### config.mk
export PLATFORM = sky130hd
export DESIGN_NAME = instruction_fetch_flat
export DESIGN_NICKNAME = d
export VERILOG_FILES = /design/src/rtl/fetch_pkg.sv /design/src/rtl/instruction_fetch_if.sv /design/src/rtl/fetch_perf_counters.sv /design/src/rtl/instruction_fetch.sv /design/src/flat_wrapper.sv
export SDC_FILE = /design/constraint.sdc
export NUM_CORES = 1
export LEC_CHECK = 0
export CORE_MARGIN = 4
export CORE_UTILIZATION = 45
export CTS_CLUSTER_DIAMETER = 30
export DETAILED_ROUTE_END_ITERATION = 8
export GPL_ROUTABILITY_DRIVEN = 1
export PLACE_DENSITY = 0.86
export SYNTH_ARGS = -nofsm -noshare
export SYNTH_HDL_FRONTEND = slang
export SYNTH_SLANG_ARGS = --single-unit
### constraint.sdc
create_clock -name clk -period 4.1 [get_ports clk]
set_clock_uncertainty 0.2 [all_clocks]
set_input_delay 0.615 -clock clk [delete_from_list [all_inputs] [get_ports clk]]
set_output_delay 0.615 -clock clk [all_outputs]
set_load 0.01 [all_outputs]
### src/rtl/fetch_pkg.sv
// Shared types and constants for the instruction fetch stage.
package fetch_pkg;

  typedef enum logic {
    BOOT = 1'b0,
    RUN  = 1'b1
  } fetch_state_t;

  localparam logic [31:0] RESET_PC_DEFAULT = 32'h0000_0000;
  localparam logic [31:0] PC_STEP          = 32'd4;
  localparam logic [31:0] PC_READ_OFFSET   = 32'd8;
  localparam logic [31:0] NOP              = 32'hE1A0_0000;

endpackage

### src/rtl/instruction_fetch_if.sv
// Fetch-side bundle: hazard/redirect controls, instruction memory port and IF/ID outputs.
interface instruction_fetch_if;
  logic        stall;
  logic        branch_valid;
  logic [31:0] branch_target;
  logic [31:0] imem_addr;
  logic [31:0] imem_data;
  logic        if_valid;
  logic [31:0] if_instr;
  logic [31:0] if_pc;
  logic [31:0] if_pc_plus8;

  modport master (
    input  stall, branch_valid, branch_target, imem_data,
    output imem_addr, if_valid, if_instr, if_pc, if_pc_plus8
  );

  modport slave (
    output stall, branch_valid, branch_target, imem_data,
    input  imem_addr, if_valid, if_instr, if_pc, if_pc_plus8
  );
endinterface

### src/rtl/fetch_perf_counters.sv
// Fetch and squash event counters; only built when FETCH_PERF_CNT_EN is defined.
module fetch_perf_counters (
  input  logic        clk,
  input  logic        nreset,
  input  logic        i_fetch_inc,
  input  logic        i_squash_inc,
  output logic [31:0] o_fetch_cnt,
  output logic [31:0] o_squash_cnt
);

  logic [31:0] r_fetch_cnt;
  logic [31:0] r_squash_cnt;

  always_ff @(posedge clk or negedge nreset) begin
    if (!nreset) begin
      r_fetch_cnt  <= 32'd0;
      r_squash_cnt <= 32'd0;
    end else begin
      if (i_fetch_inc)  r_fetch_cnt  <= r_fetch_cnt + 32'd1;
      if (i_squash_inc) r_squash_cnt <= r_squash_cnt + 32'd1;
    end
  end

  assign o_fetch_cnt  = r_fetch_cnt;
  assign o_squash_cnt = r_squash_cnt;

endmodule

### src/rtl/instruction_fetch.sv
// Instruction fetch stage: PC register, IF/ID pipeline register, stall and branch redirect.
// Optional perf counters are enabled with the FETCH_PERF_CNT_EN macro.
module instruction_fetch
  import fetch_pkg::*;
#(
  parameter logic [31:0] RESET_PC = RESET_PC_DEFAULT
) (
  input  logic        clk,
  input  logic        nreset,
  instruction_fetch_if.master bus
`ifdef FETCH_PERF_CNT_EN
  ,
  output logic [31:0] perf_fetch_cnt,
  output logic [31:0] perf_squash_cnt
`endif
);

  fetch_state_t r_state;
  fetch_state_t w_state_nxt;
  logic         w_redirect;
  logic         w_load;

  logic [31:0]  r_pc;
  logic         r_if_valid;
  logic [31:0]  r_if_instr;
  logic [31:0]  r_if_pc;
  logic [31:0]  r_if_pc_plus8;

  always_ff @(posedge clk or negedge nreset) begin
    if (!nreset) r_state <= BOOT;
    else         r_state <= w_state_nxt;
  end

  always_comb begin
    w_state_nxt = r_state;
    case (r_state)
      BOOT:    w_state_nxt = RUN;
      RUN:     w_state_nxt = RUN;
      default: w_state_nxt = BOOT;
    endcase
  end

  // Redirect wins over stall; nothing moves during the BOOT cycle.
  always_comb begin
    w_redirect = 1'b0;
    w_load     = 1'b0;
    if (r_state == RUN) begin
      w_redirect = bus.branch_valid;
      w_load     = !bus.branch_valid && !bus.stall;
    end
  end

  always_ff @(posedge clk or negedge nreset) begin
    if (!nreset) begin
      r_pc          <= RESET_PC;
      r_if_valid    <= 1'b0;
      r_if_instr    <= 32'd0;
      r_if_pc       <= 32'd0;
      r_if_pc_plus8 <= 32'd0;
    end else if (w_redirect) begin
      r_pc       <= bus.branch_target & ~32'd3;
      r_if_valid <= 1'b0;
    end else if (w_load) begin
      r_pc          <= r_pc + PC_STEP;
      r_if_valid    <= 1'b1;
      r_if_instr    <= bus.imem_data;
      r_if_pc       <= r_pc;
      r_if_pc_plus8 <= r_pc + PC_READ_OFFSET;
    end
  end

  assign bus.imem_addr   = r_pc;
  assign bus.if_valid    = r_if_valid;
  assign bus.if_instr    = r_if_instr;
  assign bus.if_pc       = r_if_pc;
  assign bus.if_pc_plus8 = r_if_pc_plus8;

`ifdef FETCH_PERF_CNT_EN
  fetch_perf_counters u_perf (
    .clk          (clk),
    .nreset       (nreset),
    .i_fetch_inc  (w_load),
    .i_squash_inc (w_redirect),
    .o_fetch_cnt  (perf_fetch_cnt),
    .o_squash_cnt (perf_squash_cnt)
  );
`endif

endmodule

### src/flat_wrapper.sv
// flat-port wrapper written by rule: the top's interface ports become plain ports
module instruction_fetch_flat import fetch_pkg::*;
#(
  parameter logic [31:0] RESET_PC = RESET_PC_DEFAULT
)
  (clk, nreset, bus_stall, bus_branch_valid, bus_branch_target, bus_imem_data, bus_imem_addr, bus_if_valid, bus_if_instr, bus_if_pc, bus_if_pc_plus8);
  instruction_fetch_if bus_i ();
  input  logic clk;
  input  logic nreset;
  input wire logic [$bits(bus_i.stall)-1:0] bus_stall;
  input wire logic [$bits(bus_i.branch_valid)-1:0] bus_branch_valid;
  input wire logic [$bits(bus_i.branch_target)-1:0] bus_branch_target;
  input wire logic [$bits(bus_i.imem_data)-1:0] bus_imem_data;
  output wire logic [$bits(bus_i.imem_addr)-1:0] bus_imem_addr;
  output wire logic [$bits(bus_i.if_valid)-1:0] bus_if_valid;
  output wire logic [$bits(bus_i.if_instr)-1:0] bus_if_instr;
  output wire logic [$bits(bus_i.if_pc)-1:0] bus_if_pc;
  output wire logic [$bits(bus_i.if_pc_plus8)-1:0] bus_if_pc_plus8;
  assign bus_i.stall = bus_stall;
  assign bus_i.branch_valid = bus_branch_valid;
  assign bus_i.branch_target = bus_branch_target;
  assign bus_i.imem_data = bus_imem_data;
  assign bus_imem_addr = bus_i.imem_addr;
  assign bus_if_valid = bus_i.if_valid;
  assign bus_if_instr = bus_i.if_instr;
  assign bus_if_pc = bus_i.if_pc;
  assign bus_if_pc_plus8 = bus_i.if_pc_plus8;
  instruction_fetch #(.RESET_PC(RESET_PC)) u_core (.clk(clk), .nreset(nreset), .bus(bus_i));
endmodule
==> flow_metrics.env <==
export IMPL_synth_seq_cells=123
export IMPL_final_area_um2=8320
export IMPL_placed_area_um2=7770
export IMPL_min_path_type="input pin to async pin"
export IMPL_io_pins=197
export IMPL_worstPathArrival_ns=2.93
export IMPL_via_count=5152
export IMPL_slew_headroom_pct=37.5
export IMPL_whs_ns=0.0248
export IMPL_fin_nets=892
export IMPL_timing_final_ws_setup_ns=1.25
export IMPL_synth_flop_cell="dfrtp_1"
export IMPL_status="finished, final reports clean"
export IMPL_clock_latency_ns=0.42
export IMPL_cpPeakStageDelay_ns=0.74
export IMPL_routed_via_density=5.12
export IMPL_fillers=1005
export IMPL_dr_first_iter_drc_count=332
export IMPL_grt_max_degree=90
export IMPL_core_region_area_um2=12700
export IMPL_place_ws_ns=0.835
export IMPL_setup_viol=0
export IMPL_grt_pass1_wl_um=26800
export IMPL_ant_nets=0
export IMPL_holdBufCountCts=0
export IMPL_cts_root_buf="clkbuf_16"
export IMPL_fp_dieH_um=122
export IMPL_place_gp_congestion=0.866
export IMPL_cts_sinks=123
export IMPL_leakage_nw=3.65
export IMPL_criticalPathCategory="input pin to flip-flop"
export IMPL_worst_pin_slew_ns=0.938
export IMPL_period_needed_ns=2.85
export IMPL_finalSetupTns_ns=0
export IMPL_vdd_drop_max_uv=299
export IMPL_ys_types=45
export IMPL_initial_utilization_pct=46.3
export IMPL_wire_per_inst_um=16.8
export IMPL_clkTransAtPathRegs_ns=0.06
export IMPL_maxCapViolCount=0
export IMPL_start_kind="input pin"
export IMPL_yosys_area_top_type="dfrtp_1"
export IMPL_crit_required_ns=4.18
export IMPL_antenna_found_initial=0
export IMPL_grt_usage_pct=23.4
export IMPL_max_freq_mhz=351
export IMPL_wirelength_um=16900
export IMPL_rsz0062_at_grt="no"
export IMPL_die_w_um=122
export IMPL_rows=41
export IMPL_synth_cells=661
export IMPL_hpwl_um=11600
export IMPL_die_area_um2=14900
export IMPL_synthArstFlopShare_pct=100
export IMPL_cts_tree="done"
export IMPL_drc=0
export IMPL_synth_area_um2=5860
export IMPL_synth_edf_count=0
export IMPL_cts_resized_gates=0
export IMPL_cts_buffers=17
export IMPL_post_route_period_util_pct=69.4
export IMPL_grt_pass1_vias=5242
export IMPL_layout_drive_gt1_share_pct=6.23
export IMPL_grt_overflow=0
export IMPL_synth_top_cell_area_share_pct=52.5
export IMPL_num_antenna_cells=0
export IMPL_drt_pass1_iterations=5
export IMPL_path_cells="clkdlybuf4s50_1, and2b_1, nand2b_4, buf_4, o21ai_0"
export IMPL_endpoint_kind="flip-flop"
export IMPL_cp_slowest_cell="nand2b_4"
export IMPL_path_max_fanout=89
export IMPL_yosys_warnings=0
export IMPL_clock_path_buffers=2
export IMPL_seq_area_frac_synth_pct=52.5
export IMPL_synth_area_top_cells="dfrtp_1 53%, nand2_1 17%, xor2_1 4.2%"
export IMPL_finalMaxSlewViolations=0
export IMPL_io_buffers=188
export IMPL_hold_viol=0
export IMPL_powerDensity_nw_per_um2=480
export IMPL_htree_levels=4
export IMPL_post_cts_buffers=0
export IMPL_p_total_mw=3.99
export IMPL_syn_area_per_cell_um2=8.87
export IMPL_area_delta_synth_final_pct=42.0
[synth_stat cells, types with 2 or more instances]
library cell and n:
a21oi_1 8, a22o_1 2, and2_1 2, and2b_1 2, and3_1 2, buf_2 19, buf_4 9, clkbuf_1 23
clkbuf_2 4, conb_1 2, dfrtp_1 123, ha_1 2, nand2_1 261, nand2b_1 8, nand3_1 19, nand3b_1 2
nand4_1 11, nand4_2 3, nand4_4 2, nor2_1 16, nor3_1 8, nor4_1 4, nor4_2 2, nor4_4 4
o21ai_0 41, o21ai_1 15, xnor2_1 22, xor2_1 28
[kinds of logic after synthesis]
family	Yosys count	share of synthesized area, %
and+or+nand+nor	357	28.3
DFF	123	52.5
AOI/OAI and AO/OA	70	6.30
buffers and inverters	56	4.65
xor gates and xnor gates	50	7.47
adders and majority gates	2	0.427
other	2	0.128
muxes	1	0.171
[cell type report]
class,count,area [µm²],share of cell area (%)
timing repair buffer,192,1930,23.2
tap,172,215,2.59
clock inverter,9,70.1,0.842
multi-input combinational,487,2540,30.6
clock buffer,23,478,5.74
inverter,1,3.75,0.0451
sequential,123,3080,37.0
[stage by stage]
stage	utilization, %	std cells
floorplan	-	666
global placement	61.4	975
detailed placement	61.4	975
CTS	65.7	1007
global route	65.7	1007
finish	65.7	1007
[routing by layer]
metal	vias to the layer above	routed length [µm]	global-route usage (%)
li1	2449	-	-
met1	2473	7040	28.8
met2	199	8270	39.0
met3	31	1140	6.13
met4	0	467	9.87
met5	-	0	0
[cell usage in the layout, fill, tap and decap left out, types with 3 or more instances in the layout]
cell,n
a21oi_1,8
and2_1,3
buf_4,3
clkbuf_1,3
clkbuf_16,17
clkbuf_8,3
clkdlybuf4s50_1,187
clkinv_2,8
conb_1,7
dfrtp_1,123
nand2_1,261
nand2b_1,7
nand3_1,19
nand4_1,11
nand4_2,3
nor2_1,15
nor3_1,8
nor4_1,4
nor4_4,4
o21ai_0,41
o21ai_1,15
xnor2_1,22
xor2_1,28
[power by group]
part / internal [mW] / switching (mW)
sequential: 1.42 / 0.211
clock: 0.871 / 0.518
combinational: 0.535 / 0.437
[final timing paths]
kind	depth (start not counted)	from	slack (ns)	end
setup / recovery	5	bus_stall	1.25	u_core.bus.if_pc_plus8[27]$_DFFE_PN0P_
hold / removal	1	nreset	0.02	u_core.bus.if_pc[23]$_DFFE_PN0P_
setup reg to reg	6	u_core.bus.imem_addr[4]$_DFFE_PN0P_	1.54	u_core.bus.if_pc_plus8[23]$_DFFE_PN0P_
hold reg to reg	2	u_core.bus.if_pc[4]$_DFFE_PN0P_	0.28	u_core.bus.if_pc[4]$_DFFE_PN0P_
max in group asynchronous	2	nreset	2.84	u_core.bus.if_pc[8]$_DFFE_PN0P_
min in group clk	2	u_core.bus.if_pc[4]$_DFFE_PN0P_	0.28	u_core.bus.if_pc[4]$_DFFE_PN0P_
[critical path: cells and delay by family]
kind	cells	cell delay, ns
AOI/OAI and AO/OA	1	0.15
buffers and inverters	2	1.02
and+or+nand+nor	2	1.09
[state kept, by name (all words and copies together), names as in the netlist]
register and count:
u_core.bus.if_valid 1, u_core.bus.imem_addr 30, u_core.bus.if_pc_plus8 30, u_core.bus.if_pc 29, u_core.bus.if_instr 32, u_core.r_state 1
No activity file was read; power rests on OpenSTA's default activity.
